==> config.mk <==
export PLATFORM = sky130hd
export DESIGN_NAME = edge_threshold
export DESIGN_NICKNAME = d
export VERILOG_FILES = /design/src/rtl/vision_pkg.sv /design/src/rtl/edge_threshold_abs_sat.sv /design/src/rtl/edge_threshold.sv
export SDC_FILE = /design/constraint.sdc
export NUM_CORES = 1
export LEC_CHECK = 0
export ABC_CLOCK_PERIOD_IN_PS = 9400
export CELL_PAD_IN_SITES_DETAIL_PLACEMENT = 0
export CELL_PAD_IN_SITES_GLOBAL_PLACEMENT = 2
export CORE_UTILIZATION = 36
export DETAILED_ROUTE_END_ITERATION = 8
export PLACE_DENSITY_LB_ADDON = 0.1
export SKIP_CTS_REPAIR_TIMING = 1
export SLEW_MARGIN = 5
export SYNTH_ARGS = -nofsm -noshare
export SYNTH_HDL_FRONTEND = slang
export SYNTH_HIERARCHICAL = 1
export SYNTH_SLANG_ARGS = --single-unit
==> constraint.sdc <==
create_clock -name clk -period 9.4 [get_ports clk]
set_clock_uncertainty 0.2 [all_clocks]
set_input_delay 1.88 -clock clk [delete_from_list [all_inputs] [get_ports clk]]
set_output_delay 1.88 -clock clk [all_outputs]
set_load 0.02 [all_outputs]
==> src/rtl/vision_pkg.sv <==
// -----------------------------------------------------------------------------
// vision_pkg
//   Definitions shared by the vision pipeline blocks (edge_conv, edge_threshold):
//   channel width, channel slice positions inside a 30-bit RGB word, the packed
//   pixel struct and the default frame geometry.
// -----------------------------------------------------------------------------
package vision_pkg;

    localparam int CH_W  = 10;          // bits per colour channel
    localparam int ABS_W = CH_W - 1;    // |signed channel| after saturation
    localparam int MAG_W = ABS_W + 2;   // sum of three ABS_W values

    // Channel slices within a packed pixel word
    localparam int R_HI = 3 * CH_W - 1;
    localparam int R_LO = 2 * CH_W;
    localparam int G_HI = 2 * CH_W - 1;
    localparam int G_LO = CH_W;
    localparam int B_HI = CH_W - 1;
    localparam int B_LO = 0;

    // Default frame geometry
    localparam int DEF_WIDTH  = 320;
    localparam int DEF_HEIGHT = 240;

    typedef struct packed {
        logic [CH_W-1:0] r;
        logic [CH_W-1:0] g;
        logic [CH_W-1:0] b;
    } pixel_t;

endpackage

==> src/rtl/edge_threshold_abs_sat.sv <==
// -----------------------------------------------------------------------------
// abs_sat
//   Absolute value of a signed CH_W-bit channel, saturated to ABS_W unsigned
//   bits. Only the most negative input (-512) overflows; it maps to 511.
//   Purely combinational.
//
// Ports
//   c : signed CH_W-bit channel value
//   a : unsigned ABS_W-bit saturated magnitude
// -----------------------------------------------------------------------------
module abs_sat
    import vision_pkg::*;
(
    input  logic signed [CH_W-1:0]  c,
    output logic        [ABS_W-1:0] a
);

    localparam logic signed [CH_W-1:0] MOST_NEG = {1'b1, {(CH_W-1){1'b0}}};

    logic signed [CH_W-1:0] neg;

    always_comb begin
        neg = -c;
        if (c == MOST_NEG) begin
            a = '1;
        end else if (c[CH_W-1]) begin
            a = neg[ABS_W-1:0];
        end else begin
            a = c[ABS_W-1:0];
        end
    end

endmodule

==> src/rtl/edge_threshold.sv <==
// -----------------------------------------------------------------------------
// edge_threshold
//   Consumes the signed per-channel edge-convolution result, forms the gradient
//   magnitude |R|+|G|+|B|, compares it against a runtime threshold, masks the
//   two leading border rows/columns and emits either a binary edge map or a
//   saturated grey magnitude image. Also reports the number of edge pixels in
//   the last completed frame.
//
//   Two-stage pipeline with full backpressure:
//     stage 1 (_p1): magnitude, border flag, frame-end flag, thresh and mode
//     stage 2 (_p2): output pixel register driving y_data
//
// Ports
//   clk, rst_n          : clock (rising edge), asynchronous active-low reset
//   x_data/valid/ready  : input stream, three signed 10-bit channels
//   y_data/valid/ready  : output stream, three unsigned 10-bit channels
//   thresh              : edge threshold, captured with each pixel
//   mode                : 0 = binary edge map, 1 = magnitude image
//   edge_count          : edge pixels counted in the last completed frame
//   frame_done          : one-cycle pulse when edge_count updates
// -----------------------------------------------------------------------------
module edge_threshold
    import vision_pkg::*;
#(
    parameter int W        = 30,
    parameter int WIDTH    = DEF_WIDTH,
    parameter int HEIGHT   = DEF_HEIGHT,
    parameter int THRESH_W = 12
) (
    input  logic                clk,
    input  logic                rst_n,

    input  logic [W-1:0]        x_data,
    input  logic                x_valid,
    output logic                x_ready,

    output logic [W-1:0]        y_data,
    output logic                y_valid,
    input  logic                y_ready,

    input  logic [THRESH_W-1:0] thresh,
    input  logic                mode,

    output logic [16:0]         edge_count,
    output logic                frame_done
);

    localparam int COL_W = (WIDTH  > 1) ? $clog2(WIDTH)  : 1;
    localparam int ROW_W = (HEIGHT > 1) ? $clog2(HEIGHT) : 1;
    localparam int CNT_W = 17;

    localparam logic [COL_W-1:0]    COL_LAST = COL_W'(WIDTH - 1);
    localparam logic [ROW_W-1:0]    ROW_LAST = ROW_W'(HEIGHT - 1);
    localparam logic [THRESH_W-1:0] CH_MAX   = THRESH_W'((1 << CH_W) - 1);

    // Sum of three saturated channel magnitudes, zero-extended to THRESH_W
    function automatic logic [THRESH_W-1:0] mag_sum(
        input logic [ABS_W-1:0] a0,
        input logic [ABS_W-1:0] a1,
        input logic [ABS_W-1:0] a2
    );
        logic [MAG_W-1:0] s;
        s = {2'b00, a0} + {2'b00, a1} + {2'b00, a2};
        return THRESH_W'(s);
    endfunction

    // Clamp a magnitude into one output channel
    function automatic logic [CH_W-1:0] sat_ch(input logic [THRESH_W-1:0] m);
        if (m > CH_MAX) begin
            return '1;
        end
        return m[CH_W-1:0];
    endfunction

    // Handshake / enables
    logic en1, en2, accept, adv2;
    logic vld_p1, vld_p2;

    assign en2     = !vld_p2 || y_ready;
    assign en1     = !vld_p1 || en2;
    assign x_ready = en1;
    assign accept  = x_valid && x_ready;
    assign adv2    = vld_p1 && en2;

    // Pixel position of the incoming beat
    logic [COL_W-1:0] col;
    logic [ROW_W-1:0] row;

    always_ff @(posedge clk or negedge rst_n) begin
        if (!rst_n) begin
            col <= '0;
            row <= '0;
        end else if (accept) begin
            if (col == COL_LAST) begin
                col <= '0;
                row <= (row == ROW_LAST) ? '0 : row + 1'b1;
            end else begin
                col <= col + 1'b1;
            end
        end
    end

    // Input unpack and per-channel magnitude
    pixel_t           px_in;
    logic [ABS_W-1:0] abs_r, abs_g, abs_b;
    logic             border_in, last_in;

    assign px_in = x_data;

    abs_sat u_abs_r (.c(px_in.r), .a(abs_r));
    abs_sat u_abs_g (.c(px_in.g), .a(abs_g));
    abs_sat u_abs_b (.c(px_in.b), .a(abs_b));

    // The first two columns/rows hold a 3x3 window that is not yet full or
    // that wraps across a line edge.
    assign border_in = (col < COL_W'(2)) || (row < ROW_W'(2));
    assign last_in   = (col == COL_LAST) && (row == ROW_LAST);

    // ---- stage 1 ----
    logic [THRESH_W-1:0] mag_p1;
    logic [THRESH_W-1:0] thresh_p1;
    logic                mode_p1;
    logic                border_p1;
    logic                last_p1;

    always_ff @(posedge clk or negedge rst_n) begin
        if (!rst_n) begin
            vld_p1 <= 1'b0;
        end else if (en1) begin
            vld_p1 <= x_valid;
        end
    end

    always_ff @(posedge clk) begin
        if (accept) begin
            mag_p1    <= mag_sum(abs_r, abs_g, abs_b);
            thresh_p1 <= thresh;
            mode_p1   <= mode;
            border_p1 <= border_in;
            last_p1   <= last_in;
        end
    end

    // Output pixel selection for the stage-1 pixel
    logic   edge_p1, hit_p1;
    pixel_t pix_nxt;

    assign edge_p1 = (mag_p1 >= thresh_p1);
    assign hit_p1  = edge_p1 && !border_p1;

    always_comb begin
        pix_nxt = '0;
        if (!border_p1) begin
            if (mode_p1) begin
                pix_nxt.r = sat_ch(mag_p1);
                pix_nxt.g = sat_ch(mag_p1);
                pix_nxt.b = sat_ch(mag_p1);
            end else if (edge_p1) begin
                pix_nxt = '1;
            end
        end
    end

    // ---- stage 2 ----
    pixel_t pix_p2;

    always_ff @(posedge clk or negedge rst_n) begin
        if (!rst_n) begin
            vld_p2 <= 1'b0;
            pix_p2 <= '0;
        end else if (en2) begin
            vld_p2 <= vld_p1;
            pix_p2 <= pix_nxt;
        end
    end

    assign y_data  = pix_p2;
    assign y_valid = vld_p2;

    // Edge accumulator: counted as each pixel moves into the output register,
    // so the frame-end pixel's own contribution lands in the published total.
    logic [CNT_W-1:0] acc;

    always_ff @(posedge clk or negedge rst_n) begin
        if (!rst_n) begin
            acc        <= '0;
            edge_count <= '0;
            frame_done <= 1'b0;
        end else begin
            frame_done <= 1'b0;
            if (adv2) begin
                if (last_p1) begin
                    edge_count <= acc + CNT_W'(hit_p1);
                    acc        <= '0;
                    frame_done <= 1'b1;
                end else begin
                    acc <= acc + CNT_W'(hit_p1);
                end
            end
        end
    end

endmodule

==> impl_metrics.yaml, run 1 <==
synthesis:
  syn-cell-area_sq_mm: 0.005748
  avgSynthCellArea_sq_um: 9.256
  ys_warn_count: 6
  synth_top_area_share: 0.2786
  async_flop_share: 0.7111
  seq_area_frac_synth: 0.4145
  synth_fp_nets: 704
  synth_ff_type: "dfrtp_1"
  synth_edf_count: 26
  synthCells: 621
  synth.largest_area_cell: "dfrtp_1"
  ys_types: 56
  synth_area_leaders: "dfrtp_1 (28%), edfxtp_1 (14%), o21ai_0 (7.7%), ha_1 (5.7%), nand2_1 (4.3%)"
  ys_ff_latch: 90
power_and_ir_drop:
  power.leakage_uw: 0.002897
  ir_drop_mv: 0.09848
  internal-power_uw: 851.5
  p_per_area_mw_per_mm2: 177.2
  p_sw_uw: 397.7
  p_seq_frac: 0.400
  combinationalPowerShare: 0.301
  swShare: 0.3184
  p_clk_frac: 0.299
clock_tree:
  path_clk_slew_ns: 0.07
  cts_buffers: 9
  cts_tree: "done"
  clock_path_buffers: 2
  cts.htree.levels: 3
  cts-root-buf: "clkbuf_16"
  clock-sinks: 90
  clkLatencyLatePin_ns: 0.35
critical_path:
  r2r_slack_ns: 5.95
  cp.arrival_ns: 5.32
  path_max_fanout: 8
  critical_path.slowest_cell: "clkdlybuf4s50_1"
  r2r_end: "edge_count[14]"
  start_kind: "primary input"
  reg2regPathDepth: 13
  crit_type: "in2reg"
  worstPathCellList: "clkdlybuf4s50_1 > inv_1 > ha_1 > inv_1 > or3b_4 > o21ai_0 > inv_1 > fa_1 > inv_1 > ha_1 > inv_1 > fa_1 > nor2b_1 > o2111ai_1 > a31oi_1 > xor2_1"
  critPathMaxStageDelay_ns: 0.46
  cp-end-kind: "flip-flop"
  crit_end: "mag_p1[9]"
  critPathMostFrequentCell: "inv_1"
  cp-startpoint: "x_data[20]"
  rr_startpoint: "mag_p1[10]"
  crit_required_ns: 9.29
final_layout:
  fillers: 1473
  final_cell_area_sq_mm: 0.007049
  final_cell_mix: "clkdlybuf4s50_1 (95), o21ai_0 (88), nand2_1 (66), dfrtp_1 (64), inv_1 (46)"
  nNetsFinal: 773
  seqCellArea_sq_mm: 0.002382
  drive_gt1_frac: 0.06043
  multi_input_area_sq_mm: 0.002937
  num_antenna_cells: 0
  layout_commonest_cell: "clkdlybuf4s50_1"
  synthToLayoutAreaGrowth_pct: 22.64
timing:
  min_period_ns: 5.430
  tns_ns: 0
  tightest_slew_ns: 0.9882
  rsz0062_at_grt: "no"
  timing.fmax_mhz: 184.2
  slew_viol_final: 0
  hold_viol: 0
  setup_viol: 0
  fin_crit_sh: 0.5776
  slew_headroom: 0.3396
worst_hold_path:
  holdCritPathClass: "reg2reg"
global_routing:
  grt_pass1_vias: 4486
  grt-ovfl-total: 0
  grt_start_max_net_pins: 65
  grtUsageTotal: 0.1685
  grt_pass1_wl_microns: 21980
  antenna_found_initial: 0
place:
  dp_hpwl_microns: 9848
  port_buffers: 96
  dpl_cell_area_sq_mm: 0.006734
  routabilityCongestion: 0.8531
floorplanning:
  die-area_sq_mm: 0.01648
  rows: 45
  ioPinCount: 97
  die_width_microns: 128.4
  die_h_microns: 128.4
  core_region_area_sq_mm: 0.01537
  initial_core_util: 0.3740
job:
  drv_cap: 0
routing:
  finalWirelength_microns: 12840
  wl_per_cell_microns: 14.17
  vias: 4689
  drt_first_pass_iters: 5
  drtIter0Drc: 240
  vias_per_cell: 5.175
  route.detailed.drc: 0
  final_antenna_net_count: 0
run_status:
  outcome: "finished, final reports clean"
## Yosys cell counts (2+ instances only)
cell type / n
a2111oi_0: 3
a211oi_1: 6
a21o_1: 3
a21oi_1: 27
a311oi_1: 3
a31oi_1: 13
and2_1: 7
and3_1: 8
buf_2: 3
buf_4: 20
buf_6: 3
clkbuf_1: 14
dfrtp_1: 64
edfxtp_1: 26
fa_1: 10
ha_1: 26
inv_1: 46
mux2_2: 2
nand2_1: 66
nand2b_1: 6
nand3_1: 11
nand3b_1: 4
nand4_1: 8
nor2_1: 36
nor2b_1: 6
nor3_1: 17
nor3_4: 2
nor3b_1: 5
nor4_1: 7
nor4b_1: 4
o211a_1: 3
o211ai_1: 2
o21ai_0: 88
o311ai_0: 3
o31ai_1: 11
o41ai_1: 4
or2_2: 5
or3_4: 3
or3b_4: 3
xnor2_1: 14
xor2_1: 14
## kinds of logic (layout without fill, tap and decap cells)
| group | after synthesis | count (layout) | synth area share |
|---|---|---|---|
| AO/OA/AOI/OAI | 173 | 173 | 0.1820 |
| XOR/XNOR | 28 | 28 | 0.04267 |
| adder cells (fa/ha/maj) | 36 | 36 | 0.09142 |
| buffers and inverters | 87 | 161 | 0.07466 |
| flip-flops | 90 | 90 | 0.4145 |
| multiplexers | 2 | 2 | 0.003918 |
| AND/OR/NAND/NOR | 205 | 205 | 0.1909 |
## area by class of cell
cell class / count / share of cell area
multi-input combinational: 444 / 0.4166
sequential: 90 / 0.3379
timing repair buffer: 99 / 0.1388
clock buffer: 12 / 0.03958
tap: 211 / 0.03745
inverter: 46 / 0.02449
clock inverter: 4 / 0.005147
## power groups by stage
stage	Combinational, uW	Sequential (uW)	Clock (uW)
after floorplan	244	514	0
after global placement	377	506	0
after detailed placement	379	508	0
after CTS	380	501	387
after global routing	422	508	401
final	376	500	374
## how the worst min path moves through the flow
stage / start / to / depth (start not counted)
2_1_floorplan: acc[0] / acc[0] / 2
3_3_place_gp: edge_count[5] / edge_count[5] / 2
3_5_place_dp: edge_count[2] / edge_count[2] / 2
4_1_cts: edge_count[2] / edge_count[2] / 2
5_1_grt: edge_count[7] / edge_count[7] / 2
6_report: edge_count[2] / edge_count[2] / 2
## through the flow
stage          utilization  setup WS [ns]  instances  hold WS, ns  power (uW)
4_1_cts             0.4586          3.974        906       0.2850        1268
6_report            0.4586          3.970        906       0.2763        1249
3_3_place_gp        0.4381          3.617        890       0.2603       883.4
3_5_place_dp        0.4381          3.590        890       0.2696       887.0
5_1_grt             0.4586          3.691        906       0.3114        1331
2_1_floorplan            -          4.418        621       0.2563       757.8
## flip-flops by register name, indices dropped and copies added, names as in the netlist
signal and count:
y_valid 1, thresh_p1 12, col 9, vld_p1 1, edge_count 17, border_p1 1, mag_p1 11, row 8
last_p1 1, mode_p1 1, frame_done 1, y_data 10, acc 17
## critical path, delay by kind of cell
kind | cells | cell delay (ns)
adders and majority gates | 4 | 1.31
buffers and inverters | 6 | 0.93
AOI/OAI and AO/OA | 3 | 0.53
xor gates and xnor gates | 1 | 0.09
and+or+nand+nor | 2 | 0.58
## layer usage
layer	part of all wire	track usage	up-vias
met4	0.0099	0.04567	0
li1	-	-	2344
met3	0.045	0.03410	11
met5	0	0	-
met1	0.51	0.2370	2218
met2	0.44	0.2639	116
(Power assumes the default switching activity.)
==> inputs of run 2 (changes only) <==
ABC_CLOCK_PERIOD_IN_PS = 5500   (was 9400)
CORE_UTILIZATION = 33   (was 36)
clock period = 5.5 ns   (was 9.4 ns; I/O delays follow)
==> impl_metrics.yaml, run 2 (synthesis results as in run 1) <==
place:
  routabilityCongestion: 0.8267
  dp.cells: 901
  place_ws_ns: 0.5256
  dp_hpwl_microns: 9961
  port_buffers: 96
  dpl_cell_area_sq_mm: 0.006760
routing:
  drtIter0Drc: 296
  route.detailed.drc: 0
  drt_first_pass_iters: 5
  wl_per_cell_microns: 14.20
  finalWirelength_microns: 13020
  vias_per_cell: 5.072
  final_antenna_net_count: 0
  vias: 4651
clock_tree:
  cts_buffers: 9
  path_clk_slew_ns: 0.07
  clock_path_buffers: 2
  cts.htree.levels: 3
  cts_tree: "done"
  cts-root-buf: "clkbuf_16"
  clock-sinks: 90
  clkLatencyLatePin_ns: 0.34
final_layout:
  instances_no_fill: 917
  synthToLayoutAreaGrowth_pct: 22.86
  final_cell_area_sq_mm: 0.007062
  drive_gt1_frac: 0.06313
  nNetsFinal: 775
  final_cell_mix: "clkdlybuf4s50_1 (95), o21ai_0 (88), nand2_1 (66), dfrtp_1 (64), inv_1 (46)"
  layout_top_registers: "acc x17, edge_count x17, thresh_p1 x12"
  num_antenna_cells: 0
  layout_commonest_cell: "clkdlybuf4s50_1"
timing:
  setup_viol: 0
  rsz0062_at_grt: "no"
  hold_viol: 0
  fin_crit_sh: 0.8334
  slew_viol_final: 0
  tns_ns: 0
  min_period_ns: 4.584
  slew_headroom: 0.3265
  setup_slack_ns: 0.9161
  timing.fmax_mhz: 218.2
  tightest_slew_ns: 1.008
critical_path:
  critical_path.slowest_cell: "fa_1"
  cp.arrival_ns: 4.47
  start_kind: "primary input"
  cp-end-kind: "flip-flop"
  worstPathCellList: "clkdlybuf4s50_1 > inv_1 > ha_1 > inv_1 > or3b_4 > a31oi_1 > fa_1 > ha_1 > a211oi_1 > o211ai_1 > a31oi_1 > nor2b_1"
  crit_required_ns: 5.38
  path_max_fanout: 8
  crit_type: "in2reg"
  reg2regPathDepth: 13
  critPathMaxStageDelay_ns: 0.50
global_routing:
  antenna_found_initial: 0
  grt_pass1_vias: 4322
  grt_pass1_wl_microns: 21640
  grt-ovfl-total: 0
  grt_start_max_net_pins: 48
  grtUsageTotal: 0.1512
floorplanning:
  core_region_area_sq_mm: 0.01682
  die_h_microns: 134.0
  die-area_sq_mm: 0.01795
  die_width_microns: 134.0
  initial_core_util: 0.3418
  ioPinCount: 97
  rows: 47
worst_hold_path:
  holdCritPathClass: "reg2reg"
  min_path_cells: 2
job:
  drv_cap: 0
power_and_ir_drop:
  power.leakage_uw: 0.002900
  p_per_area_mw_per_mm2: 298.3
  ir_drop_mv: 0.1905
run_status:
  outcome: "finished, final reports clean"
[run 2: cell types whose count changed in the layout (fill, tap and decap cells not counted), sizes merged]
cell	previous run	this run
inv	49	46
clkinv	0	3
buf	4	6
[run 2: report_power, final]
group	total [uW]	switching, uW	internal (uW)
Combinational	643	343	300
Clock	607	258	349
Sequential	856	67.8	788
[run 2: final timing paths]
path,start,to,slack [ns]
max in group asynchronous,rst_n,row[2],3.66
min reg2reg,edge_count[2],edge_count[2],0.28
max,x_data[0],mag_p1[10],0.92
max reg2reg,mag_p1[9],edge_count[14],2.07
min in group asynchronous,rst_n,y_data[21],0.47
min,edge_count[2],edge_count[2],0.28
[run 2: area by class of cell]
cell class	instances	area, sq um
clock buffer	12	267.8
clock inverter	4	33.78
fill	1665	9757
inverter	46	172.7
multi-input combinational	444	2937
sequential	90	2382
tap	220	275.3
timing repair buffer	101	993.5
[run 2: worst max-delay path, delay by kind of cell]
kind / cells / cell delay (ns)
buf+inv: 3 / 0.69
simple gates: 2 / 0.51
compound gates: 4 / 1.02
fa+ha+maj: 3 / 1.15
[run 2: metrics by stage]
stage	total power, uW	utilization	hold slack (ns)
global route	2247	0.4199	0.3043
detailed placement	1521	0.4019	0.2695
finish	2106	0.4199	0.2760
global placement	1512	0.4019	0.2603
floorplan	1295	-	0.2563
CTS	2142	0.4199	0.2851
[run 2: per-layer routing]
metal	track usage	share of wire	up-vias
met4	0.04104	0.0091	0
met3	0.02910	0.040	8
li1	-	-	2348
met5	0	0	-
met2	0.2332	0.44	123
met1	0.2152	0.51	2172
==> inputs of run 3 (changes only) <==
ABC_CLOCK_PERIOD_IN_PS = 4300   (was 5500)
clock period = 4.3 ns   (was 5.5 ns; I/O delays follow)
==> impl_metrics.yaml, run 3 (synthesis results as in run 1) <==
clock_tree:
  clock_path_buffers: 2
  cts_buffers: 9
  cts_tree: "done"
  path_clk_slew_ns: 0.07
  cts-root-buf: "clkbuf_16"
  clock-sinks: 90
  clkLatencyLatePin_ns: 0.35
  cts.htree.levels: 3
routing:
  wl_per_cell_microns: 13.91
  drt_first_pass_iters: 4
  final_antenna_net_count: 0
  drtIter0Drc: 293
  route.detailed.drc: 0
  finalWirelength_microns: 13680
  vias: 4853
  vias_per_cell: 4.937
critical_path:
  reg2regPathDepth: 13
  r2r_end: "edge_count[14]"
  path_max_fanout: 3
  start_kind: "primary input"
  crit_required_ns: 4.19
  rr_startpoint: "mag_p1[9]"
  crit_type: "in2reg"
  cp-startpoint: "x_data[15]"
  critical_path.slowest_cell: "fa_1"
  worstPathCellList: "clkdlybuf4s50_1 > nor4_1 > buf_4 > or3b_4 > buf_4 > a31oi_2 > fa_1 > ha_1 > a211oi_1 > o21ai_0 > a21oi_1 > xnor2_1"
  crit_end: "mag_p1[6]"
  critPathMaxStageDelay_ns: 0.48
  r2r_slack_ns: 0.86
  critPathMostFrequentCell: "buf_4"
  cp-end-kind: "flip-flop"
  cp.arrival_ns: 4.02
global_routing:
  antenna_found_initial: 0
  grt_pass1_wl_microns: 23300
  grtUsageTotal: 0.1644
  grt_pass1_vias: 4603
  grt-ovfl-total: 0
  grt_start_max_net_pins: 36
power_and_ir_drop:
  ir_drop_mv: 0.1913
  power.leakage_uw: 0.003224
  p_total_uw: 2800
  p_per_area_mw_per_mm2: 369.7
floorplanning:
  core_region_area_sq_mm: 0.01682
  die-area_sq_mm: 0.01795
  die_h_microns: 134.0
  ioPinCount: 97
  initial_core_util: 0.3418
  rows: 47
  die_width_microns: 134.0
final_layout:
  nNetsFinal: 841
  final_cell_mix: "clkdlybuf4s50_1 (95), o21ai_0 (88), buf_4 (71), nand2_1 (66), dfrtp_1 (64)"
  final_util: 0.4504
  layout_commonest_cell: "clkdlybuf4s50_1"
  layout_top_registers: "acc x17, edge_count x17, thresh_p1 x12"
  num_antenna_cells: 0
  final_cell_area_sq_mm: 0.007575
  synthToLayoutAreaGrowth_pct: 31.78
  drive_gt1_frac: 0.1481
run_status:
  outcome: "finished, final reports clean"
timing:
  min_period_ns: 4.128
  slew_viol_final: 0
  tightest_slew_ns: 0.8029
  setup_viol: 0
  rsz0062_at_grt: "no"
  fin_crit_sh: 0.9600
  slew_headroom: 0.4647
  hold_viol: 0
  timing.fmax_mhz: 242.2
place:
  routabilityCongestion: 0.7959
  dpl_cell_area_sq_mm: 0.007256
  dp_hpwl_microns: 10750
  port_buffers: 96
worst_hold_path:
  holdCritPathClass: "reg2reg"
  holdCritStartpoint: "edge_count[11]"
job:
  drv_cap: 0
[run 3: critical path: cells and delay by family]
kind | cells | cell delay (ns)
buffers and inverters | 3 | 0.74
and+or+nand+nor | 2 | 0.66
adders and majority gates | 2 | 0.80
AOI/OAI and AO/OA | 4 | 0.86
xor gates and xnor gates | 1 | 0.09
[run 3: final cells by class]
class	count	area [sq um]
repair buffers	167	1489
clock buffers	11	264.0
fillers	1646	9244
flip-flops and latches	90	2382
clock inverters	5	42.54
multi-input cells	444	2949
well taps	220	275.3
inverters	46	172.7
[run 3: where the power goes]
| group | internal [uW] | switching, uW |
|---|---|---|
| Clock | 451 | 352 |
| Sequential | 1010 | 86.6 |
| Combinational | 446 | 457 |
| Total | 1900 | 896 |
[run 3: stage by stage]
stage	setup WS, ns	std cells	hold WS [ns]	TNS [ns]
2_1_floorplan	0.3383	621	0.2563	0
3_3_place_gp	-0.2252	967	0.2619	-0.8875
3_5_place_dp	-0.2706	967	0.2711	-1.204
4_1_cts	0.09990	983	0.2870	0
5_1_grt	0.005314	983	0.3125	0
6_report	0.1720	983	0.2824	0
[run 3: metal layers]
layer	part of all wire	track usage
met5	0	0
met4	0.0094	0.04419
met3	0.034	0.03137
met2	0.44	0.2501
met1	0.52	0.2374
[run 3: worst min-delay path by stage]
stage                           to  cells after the start
floorplan                   acc[0]                      2
global placement     edge_count[5]                      2
detailed placement  edge_count[11]                      2
CTS                 edge_count[11]                      2
global route         edge_count[5]                      2
finish              edge_count[11]                      2
